`src/rtl/snes_reader.sv`:
```
// SNES controller port master: latches the pad, clocks out 16 serial bits, decodes 12 buttons.
// Latency: valid pulses 34*HALF_DIV cycles after the latch rise; one frame every POLL_CYCLES cycles.
// No backpressure: valid is a one-cycle strobe, and buttons/frame_err hold until the next frame.
module snes_reader #(
    parameter int HALF_DIV    = 12,
    parameter int POLL_CYCLES = 34667
) (
    input  logic        clk_i,
    input  logic        reset_n,
    input  logic        en,
    input  logic        snes_data,
    output logic        snes_latch,
    output logic        snes_clk,
    output logic [11:0] buttons,
    output logic        valid,
    output logic        frame_err,
    output logic        busy
);

    localparam int PW   = (POLL_CYCLES > 1) ? $clog2(POLL_CYCLES) : 1;
    localparam int PH_W = $clog2(2 * HALF_DIV);

    localparam logic [PW-1:0]   POLL_LAST  = PW'(POLL_CYCLES - 1);
    localparam logic [PH_W-1:0] HALF_LAST  = PH_W'(HALF_DIV - 1);
    localparam logic [PH_W-1:0] LATCH_LAST = PH_W'(2 * HALF_DIV - 1);

    typedef enum logic [2:0] {
        S_IDLE,
        S_LATCH,
        S_CLK_LO,
        S_CLK_HI,
        S_DONE
    } state_t;

    state_t          state_q;
    logic [PW-1:0]   poll_q;
    logic [PH_W-1:0] phase_q;
    logic [3:0]      bit_q;
    logic [15:0]     shift_q;
    logic            sync1_q, sync2_q;
    logic            latch_q, sclk_q, valid_q, err_q, busy_q;
    logic [11:0]     buttons_q;

    // Two-flop synchronizer for the asynchronous pad data; resets to the idle-high line level.
    always_ff @(posedge clk_i or negedge reset_n) begin
        if (!reset_n) begin
            sync1_q <= 1'b1;
            sync2_q <= 1'b1;
        end else begin
            sync1_q <= snes_data;
            sync2_q <= sync1_q;
        end
    end

    // Free-running poll slot counter; a frame may only start while it reads zero.
    always_ff @(posedge clk_i or negedge reset_n) begin
        if (!reset_n) begin
            poll_q <= '0;
        end else if (poll_q == POLL_LAST) begin
            poll_q <= '0;
        end else begin
            poll_q <= poll_q + 1'b1;
        end
    end

    // Frame sequencer: all port-facing outputs are set on the transition into each state.
    always_ff @(posedge clk_i or negedge reset_n) begin
        if (!reset_n) begin
            state_q   <= S_IDLE;
            phase_q   <= '0;
            bit_q     <= '0;
            shift_q   <= '1;
            latch_q   <= 1'b0;
            sclk_q    <= 1'b1;
            valid_q   <= 1'b0;
            err_q     <= 1'b0;
            busy_q    <= 1'b0;
            buttons_q <= '0;
        end else begin
            case (state_q)
                S_IDLE: begin
                    latch_q <= 1'b0;
                    sclk_q  <= 1'b1;
                    valid_q <= 1'b0;
                    if (poll_q == '0 && en) begin
                        state_q <= S_LATCH;
                        latch_q <= 1'b1;
                        busy_q  <= 1'b1;
                        phase_q <= '0;
                    end
                end
                S_LATCH: begin
                    if (phase_q == LATCH_LAST) begin
                        state_q <= S_CLK_LO;
                        latch_q <= 1'b0;
                        sclk_q  <= 1'b0;
                        phase_q <= '0;
                        bit_q   <= '0;
                    end else begin
                        phase_q <= phase_q + 1'b1;
                    end
                end
                S_CLK_LO: begin
                    if (phase_q == HALF_LAST) begin
                        shift_q[bit_q] <= sync2_q;
                        state_q        <= S_CLK_HI;
                        sclk_q         <= 1'b1;
                        phase_q        <= '0;
                    end else begin
                        phase_q <= phase_q + 1'b1;
                    end
                end
                S_CLK_HI: begin
                    if (phase_q == HALF_LAST) begin
                        phase_q <= '0;
                        if (bit_q == 4'd15) begin
                            // Serial bits are active-low; bits 12-15 must read 1 on a standard pad.
                            state_q   <= S_DONE;
                            buttons_q <= ~shift_q[11:0];
                            err_q     <= ~&shift_q[15:12];
                            valid_q   <= 1'b1;
                        end else begin
                            state_q <= S_CLK_LO;
                            sclk_q  <= 1'b0;
                            bit_q   <= bit_q + 1'b1;
                        end
                    end else begin
                        phase_q <= phase_q + 1'b1;
                    end
                end
                S_DONE: begin
                    state_q <= S_IDLE;
                    valid_q <= 1'b0;
                    busy_q  <= 1'b0;
                end
                default: begin
                    state_q <= S_IDLE;
                    latch_q <= 1'b0;
                    sclk_q  <= 1'b1;
                    valid_q <= 1'b0;
                    busy_q  <= 1'b0;
                end
            endcase
        end
    end

    assign snes_latch = latch_q;
    assign snes_clk   = sclk_q;
    assign buttons    = buttons_q;
    assign valid      = valid_q;
    assign frame_err  = err_q;
    assign busy       = busy_q;

endmodule

```
`config.mk`:
```
export PLATFORM = sky130hd
export DESIGN_NAME = snes_reader
export DESIGN_NICKNAME = d
export VERILOG_FILES = /design/src/rtl/snes_reader.sv
export SDC_FILE = /design/constraint.sdc
export NUM_CORES = 1
export LEC_CHECK = 0
export CORE_ASPECT_RATIO = 2
export CORE_MARGIN = 1.5
export CORE_UTILIZATION = 55
export CTS_BUF_LIST = sky130_fd_sc_hd__clkbuf_8
export CTS_CLUSTER_SIZE = 20
export DETAILED_ROUTE_END_ITERATION = 8
export PLACE_DENSITY = 0.74
export SLEW_MARGIN = 5
export SYNTH_ARGS = -nofsm -noshare
export SYNTH_HDL_FRONTEND = slang
export SYNTH_SLANG_ARGS = --single-unit
```
`constraint.sdc`:
```
create_clock -name clk_i -period 1.6 [get_ports clk_i]
set_input_delay 0.32 -clock clk_i [delete_from_list [all_inputs] [get_ports clk_i]]
set_output_delay 0.32 -clock clk_i [all_outputs]
set_load 0.01 [all_outputs]
```
==> impl_metrics.json, run 1 <==
{
  "finalNonFillerCells": 428,
  "min-delay-start": "sync1_q",
  "min_path_cells": 0,
  "ant_nets": 0,
  "crit_fanout": 7,
  "drt_iter0_drc": 72,
  "slew_viol_final": 0,
  "dp.final_hpwl_um": 4920,
  "dp.cells": 400,
  "ys_seq_area_share_pct": 51.5,
  "drc": 0,
  "startpoint_type": "flop",
  "status": "finished, violations left",
  "viasPerCell": 5.66,
  "cts_max_path_buffers": 2,
  "path_buf_inv": 0,
  "crit_chain": "ha_4, and4bb_4, mux2i_4, or4b_1, a21oi_1",
  "cts_root_buf": "clkbuf_8",
  "htreeDepth": 3,
  "rr_startpoint": "phase_q[1]",
  "hp-class": "flop to flop",
  "fin_hold_ws_ns": 0.350,
  "clkPwrFrac_pct": 44.4,
  "numCtsBuffers": 9,
  "syn2layout_area_growth_pct": 35.9,
  "dp_slack_ns": -0.144,
  "antenna_cells": 0,
  "maxCapViolCount": 0,
  "fmax_ghz": 0.586,
  "ys_types": 53,
  "r2r-end": "bit_q[3]",
  "grt_max_degree": 54,
  "drive_gt1_share_pct": 41.3,
  "dieWidth_um": 56.1,
  "rrSetupSlack_ns": -0.11,
  "cts_tree": "built",
  "grt_pass1_vias": 2457,
  "initial_core_util_pct": 57.3,
  "numClockSinks": 63,
  "switching_power_mw": 0.641,
  "boundaryPins": 21,
  "vias": 2422,
  "worst-endpoint-arrival_ns": 1.98,
  "netlist_instances": 285,
  "violations": "negative setup slack",
  "cp_top_family": "simple AND/OR/NAND/NOR gates",
  "avgSynthCellArea_um2": 10.9,
  "fin_ws_ns": -0.107,
  "power.internal_mw": 2.34,
  "seq_power_share_pct": 54.0,
  "grt_antenna_before_repair": 0,
  "synth_edf_count": 0,
  "chipHeight_um": 109,
  "min_to": "sync2_q",
  "setup_violations": 36,
  "tightest_slew_ns": 0.345,
  "final_util_pct": 77.9,
  "syn_area_um2": 3110,
  "core_area_um2": 5420,
  "port_buffers": 20,
  "wirelength_um": 7150,
  "leakage_nw": 1.92,
  "grt_use_total_pct": 24.8,
  "final_nets": 375,
  "rr_worst_depth": 5,
  "skew_ns": 0.00724,
  "nFillCells": 352,
  "combPwrFrac_pct": 1.6,
  "rsz0062_at_grt": "yes",
  "worst_skew_pair.late_latency_ns": 0.35,
  "grt_first_pass_wirelength_um": 11400,
  "synthArstFlopShare_pct": 100,
  "cts.clk_slew.worst_paths_ns": 0.07,
  "peakVddDrop_mv": 1.01,
  "crit_type": "flop to flop",
  "slew_headroom_pct": 77.0,
  "swShare_pct": 21.5,
  "powerDensity_nw_per_um2": 706,
  "dieArea_um2": 6140,
  "detail_route.first_pass.iterations": 4,
  "slowest_delay_ns": 0.47,
  "slowest_stage": "or4b_1",
  "startpoint": "phase_q[1]",
  "end_kind": "flop",
  "period_share_pct": 107,
  "hold_violations": 0,
  "gr-total-overflow": 0,
  "final_cell_area_um2": 4220,
  "setup_tns_ns": -1.98,
  "required_ns": 1.88,
  "wl_per_cell_um": 16.7,
  "yosys_warnings": 0,
  "finalCriticalPeriod_ns": 1.71,
  "post_dp_cell_area_um2": 3740,
  "ys.flop_type": "dfrtp_1",
  "gp_congestion": 0.867,
  "synth_nets": 297,
  "p_total_mw": 2.98,
  "synth-seq-cells": 63,
  "placementRows": 38
}
-- power groups by stage --
stage          clock, mW  sequential (mW)  combinational, mW
3_3_place_gp           0             1.64             0.0464
4_1_cts             1.35             1.61             0.0497
5_1_grt             1.40             1.61             0.0551
6_report            1.32             1.61             0.0476
2_1_floorplan          0             1.63            0.00540
3_5_place_dp           0             1.64             0.0470
-- cells in the mapped netlist, types with 2 or more instances --
cell type | instances | share of area (%)
a21o_1 | 4 | 0.97
a21oi_1 | 6 | 0.97
a31oi_1 | 3 | 0.60
and2_1 | 3 | 0.60
and3_1 | 6 | 1.2
and4_1 | 5 | 1.4
buf_2 | 6 | 0.97
clkbuf_1 | 5 | 0.60
dfrtp_1 | 44 | 35
dfstp_2 | 19 | 16
ha_1 | 8 | 3.2
inv_1 | 5 | 0.60
mux2_1 | 3 | 1.1
mux2_2 | 15 | 5.4
mux2i_1 | 4 | 1.3
nand2_1 | 23 | 2.8
nand2b_1 | 6 | 1.2
nand3_1 | 11 | 1.8
nand4_1 | 5 | 1.0
nand4_2 | 3 | 1.2
nand4b_1 | 2 | 0.56
nor2_1 | 31 | 3.7
nor2b_1 | 4 | 0.81
nor3_1 | 5 | 0.81
nor3_2 | 3 | 0.97
nor4_1 | 2 | 0.40
o21ai_0 | 7 | 1.1
o21ai_1 | 7 | 1.1
o22a_1 | 2 | 0.56
o31ai_1 | 3 | 0.72
or3_1 | 2 | 0.40
xnor2_1 | 5 | 1.4
xor2_1 | 8 | 2.3
-- repair_timing --
item                                    in CTS  in global routing
setup buffers                                5                  5
cloned                                       0                  1
hold buffers                                 1                  0
gates resized for setup                     26                 31
pin swaps                                    9                 17
hold endpoints to repair                     8                  0
endpoints found under the setup margin      32                 44
-- final cells by class --
type / count / area (um2) / area share [%]
flip-flops and latches: 63 / 1600 / 37.9
multi-input cells: 203 / 1620 / 38.5
repair buffers: 81 / 708 / 16.8
clock buffers: 13 / 179 / 4.24
well taps: 60 / 75.1 / 1.78
clock inverters: 3 / 16.3 / 0.385
inverters: 5 / 18.8 / 0.444
-- cell families after synthesis --
logic type      synth area share [%]
xor+xnor                        3.66
compound gates                  8.50
buf+inv                         2.90
fa+ha+maj                       3.22
simple gates                    21.9
mux                             8.26
flops                           51.5
-- registers in the layout (all words and copies together), names as in the netlist --
signal	count
valid	1
poll_q	16
buttons	12
snes_clk	1
frame_err	1
sync2_q	1
busy	1
state_q	3
snes_latch	1
shift_q	16
bit_q	4
phase_q	5
sync1_q	1
-- per-layer routing --
| metal | vias to the layer above | track usage [%] | routed length, um |
|---|---|---|---|
| li1 | 1168 | - | - |
| met5 | - | 0 | 0 |
| met2 | 45 | 48.1 | 4260 |
| met4 | 0 | 15.3 | 224 |
| met3 | 19 | 4.12 | 135 |
| met1 | 1190 | 23.3 | 2540 |
-- worst max-delay path by stage --
stage / end / slack, ns / cells after the start
after detailed placement: bit_q[3] / -0.14 / 5
after floorplan: shift_q[2] / -0.02 / 6
final: bit_q[3] / -0.11 / 5
after CTS: bit_q[1] / -0.08 / 6
after global routing: shift_q[11] / -0.15 / 5
after global placement: bit_q[3] / -0.13 / 5
-- placed cells by master (no fill, tap or decap), types with 4 or more instances in the layout --
cell type and instances:
and3_1 6, clkbuf_8 13, mux2i_1 4, mux2_4 9
buf_4 48, nand4_1 5, o21ai_1 9, buf_6 11
mux2_2 6, nor2_1 21, o21ai_0 5, nor2_2 6
nand2b_1 6, a21o_1 4, nor3_1 4, nor3_2 4
ha_1 6, nand2_1 21, inv_1 6, xor2_1 8
xnor2_1 5, dfrtp_1 43, and4_1 4, nand3_1 11
nor2_4 5, dfstp_2 19, clkdlybuf4s50_1 15
Note: power is estimated with default switching activity, not from simulation.
==> run 2: changes to the inputs <==
--- a/config.mk
+++ b/config.mk
@@ -5,12 +5,14 @@
 export SDC_FILE = /design/constraint.sdc
 export NUM_CORES = 1
 export LEC_CHECK = 0
+export CAP_MARGIN = 30
 export CORE_ASPECT_RATIO = 2
 export CORE_MARGIN = 1.5
 export CORE_UTILIZATION = 55
 export CTS_BUF_LIST = sky130_fd_sc_hd__clkbuf_8
 export CTS_CLUSTER_SIZE = 20
 export DETAILED_ROUTE_END_ITERATION = 8
+export MAX_ROUTING_LAYER = met4
 export PLACE_DENSITY = 0.74
 export SLEW_MARGIN = 5
 export SYNTH_ARGS = -nofsm -noshare
==> run 2 against run 1 <==
  * Flip-flop and latch count did not move
  * Largest power group unchanged
  * Total power is essentially flat
  * Routed wire length about the same
  * Critical endpoint unchanged
  * Critical path type unchanged
  * First-iteration DRC count decreased by 9.7%
  * Fmax up 0.20%
  * The flow still finishes with violations (negative setup slack)
  * Register-to-register slack hardly changed
==> impl_metrics.json, run 2 (synthesis gave the netlist of run 1 again) <==
{
  "slew_viol_final": 0,
  "cts_tree": "built",
  "boundaryPins": 21,
  "nFillCells": 352,
  "status": "finished, violations left",
  "drc": 0,
  "rsz0062_at_grt": "yes",
  "cp_top_family": "simple AND/OR/NAND/NOR gates",
  "detail_route.first_pass.iterations": 4,
  "finalCriticalPeriod_ns": 1.70,
  "cts.clk_slew.worst_paths_ns": 0.07,
  "min_path_cells": 0,
  "maxCapViolCount": 0,
  "fin_ws_ns": -0.104,
  "skew_ns": 0.00664,
  "powerDensity_nw_per_um2": 706,
  "grt_use_total_pct": 25.5,
  "rr_startpoint": "phase_q[1]",
  "antenna_cells": 0,
  "crit_chain": "ha_4, and4bb_4, mux2i_4, or4b_1, a21oi_1",
  "htreeDepth": 3,
  "slowest_stage": "or4b_1",
  "dp_slack_ns": -0.144,
  "worst-endpoint-arrival_ns": 1.99,
  "cts_max_path_buffers": 2,
  "slew_headroom_pct": 77.0,
  "drt_iter0_drc": 65,
  "initial_core_util_pct": 57.3,
  "grt_antenna_before_repair": 0,
  "rr_worst_depth": 5,
  "period_share_pct": 106,
  "final_nets": 375,
  "fmax_ghz": 0.587,
  "r2r-end": "bit_q[3]",
  "drive_gt1_share_pct": 41.3,
  "crit_fanout": 7,
  "viasPerCell": 5.64,
  "gr-total-overflow": 0,
  "dieArea_um2": 6140,
  "p_total_mw": 2.98,
  "grt_max_degree": 54,
  "hp-class": "flop to flop",
  "post_dp_cell_area_um2": 3740,
  "worst_skew_pair.late_latency_ns": 0.36,
  "chipHeight_um": 109,
  "vias": 2414,
  "required_ns": 1.88,
  "grt_pass1_vias": 2467,
  "syn2layout_area_growth_pct": 35.9,
  "final_common_cell": "buf_4",
  "ant_nets": 0,
  "wirelength_um": 7150,
  "gp_congestion": 0.881,
  "hold_violations": 0,
  "dieWidth_um": 56.1,
  "tightest_slew_ns": 0.344,
  "core_area_um2": 5420,
  "min_to": "sync2_q",
  "peakVddDrop_mv": 1.01,
  "dp.final_hpwl_um": 4920,
  "numCtsBuffers": 9,
  "grt_first_pass_wirelength_um": 11400,
  "slowest_delay_ns": 0.47,
  "port_buffers": 20,
  "rrSetupSlack_ns": -0.10,
  "min-delay-start": "sync1_q",
  "final_cell_mix": "48 x buf_4, 43 x dfrtp_1, 21 x nand2_1, 21 x nor2_1, 19 x dfstp_2",
  "final_util_pct": 77.9,
  "startpoint_type": "flop",
  "crit_type": "flop to flop",
  "leakage_nw": 1.92,
  "wl_per_cell_um": 16.7,
  "numClockSinks": 63,
  "placementRows": 38,
  "cts_root_buf": "clkbuf_8",
  "violations": "negative setup slack",
  "end_kind": "flop",
  "setup_violations": 36,
  "path_buf_inv": 0,
  "final_cell_area_um2": 4220,
  "setup_tns_ns": -1.87
}
[run 2: cell counts in the layout (fill, tap and decap cells not counted)]
No cell type changed its count.
[run 2: how the worst max path moves through the flow]
stage / start / to / cells after the start
floorplan: phase_q[1] / shift_q[2] / 6
global placement: phase_q[1] / bit_q[3] / 5
detailed placement: phase_q[1] / bit_q[3] / 5
CTS: bit_q[1] / bit_q[1] / 6
global route: phase_q[1] / shift_q[11] / 5
finish: phase_q[1] / bit_q[3] / 5
[run 2: report_power, final]
| part | internal [mW] | total, mW | leakage, nW | switching, mW |
|---|---|---|---|---|
| Sequential | 1.60 | 1.61 | 0.777 | 0.00674 |
| Clock | 0.723 | 1.33 | 0.103 | 0.603 |
| Combinational | 0.0143 | 0.0473 | 1.04 | 0.0330 |
[run 2: metal layers]
metal  up-vias  global-route usage, %  wire length, um  share of wire [%]
met5         -                      -                0                  0
met4         0                   15.3              225                3.1
met3        17                   4.12              148                2.1
met2        43                   47.9             4270                 60
met1      1186                   23.4             2500                 35
li1       1168                      -                -                  -
[run 2: timing repair]
action                                  4_1_cts  5_1_grt
buffers inserted                              5        5
endpoints found under the setup margin       32       44
hold buffers                                  1        0
hold endpoints to repair                      8        0
gates cloned                                  0        1
resized for setup                            26       31
pin swaps                                     9       18
[run 2: layout make-up]
class                           count  area, um2  share of cell area (%)
Tap cell                           60       75.1                    1.78
Clock buffer                       13        179                    4.24
Clock inverter                      3       16.3                   0.385
Sequential cell                    63       1600                    37.9
Timing Repair Buffer               81        708                    16.8
Inverter                            5       18.8                   0.444
Multi-Input combinational cell    203       1620                    38.5
[run 2: worst reg2reg max path: cells and delay by family (launching register included)]
| kind | cells | cell delay, ns |
|---|---|---|
| muxes | 1 | 0.13 |
| and+or+nand+nor | 2 | 0.82 |
| adders and majority gates | 1 | 0.16 |
| AOI/OAI and AO/OA | 1 | 0.13 |
| DFF | 1 | 0.39 |
[run 2: stage by stage]
| stage | cells | hold WS [ns] |
|---|---|---|
| 2_1_floorplan | 285 | 0.0244 |
| 3_3_place_gp | 400 | 0.218 |
| 3_5_place_dp | 400 | 0.219 |
| 4_1_cts | 422 | 0.355 |
| 5_1_grt | 428 | 0.356 |
| 6_report | 428 | 0.350 |
==> run 3: changes to the inputs <==
--- a/config.mk
+++ b/config.mk
@@ -12,6 +12,7 @@
 export CTS_BUF_LIST = sky130_fd_sc_hd__clkbuf_8
 export CTS_CLUSTER_SIZE = 20
 export DETAILED_ROUTE_END_ITERATION = 8
+export GPL_ROUTABILITY_DRIVEN = 0
 export MAX_ROUTING_LAYER = met4
 export PLACE_DENSITY = 0.74
 export SLEW_MARGIN = 5
==> results of run 3 <==
No change in the layout: final DEF, timing and power equal those of run 2.
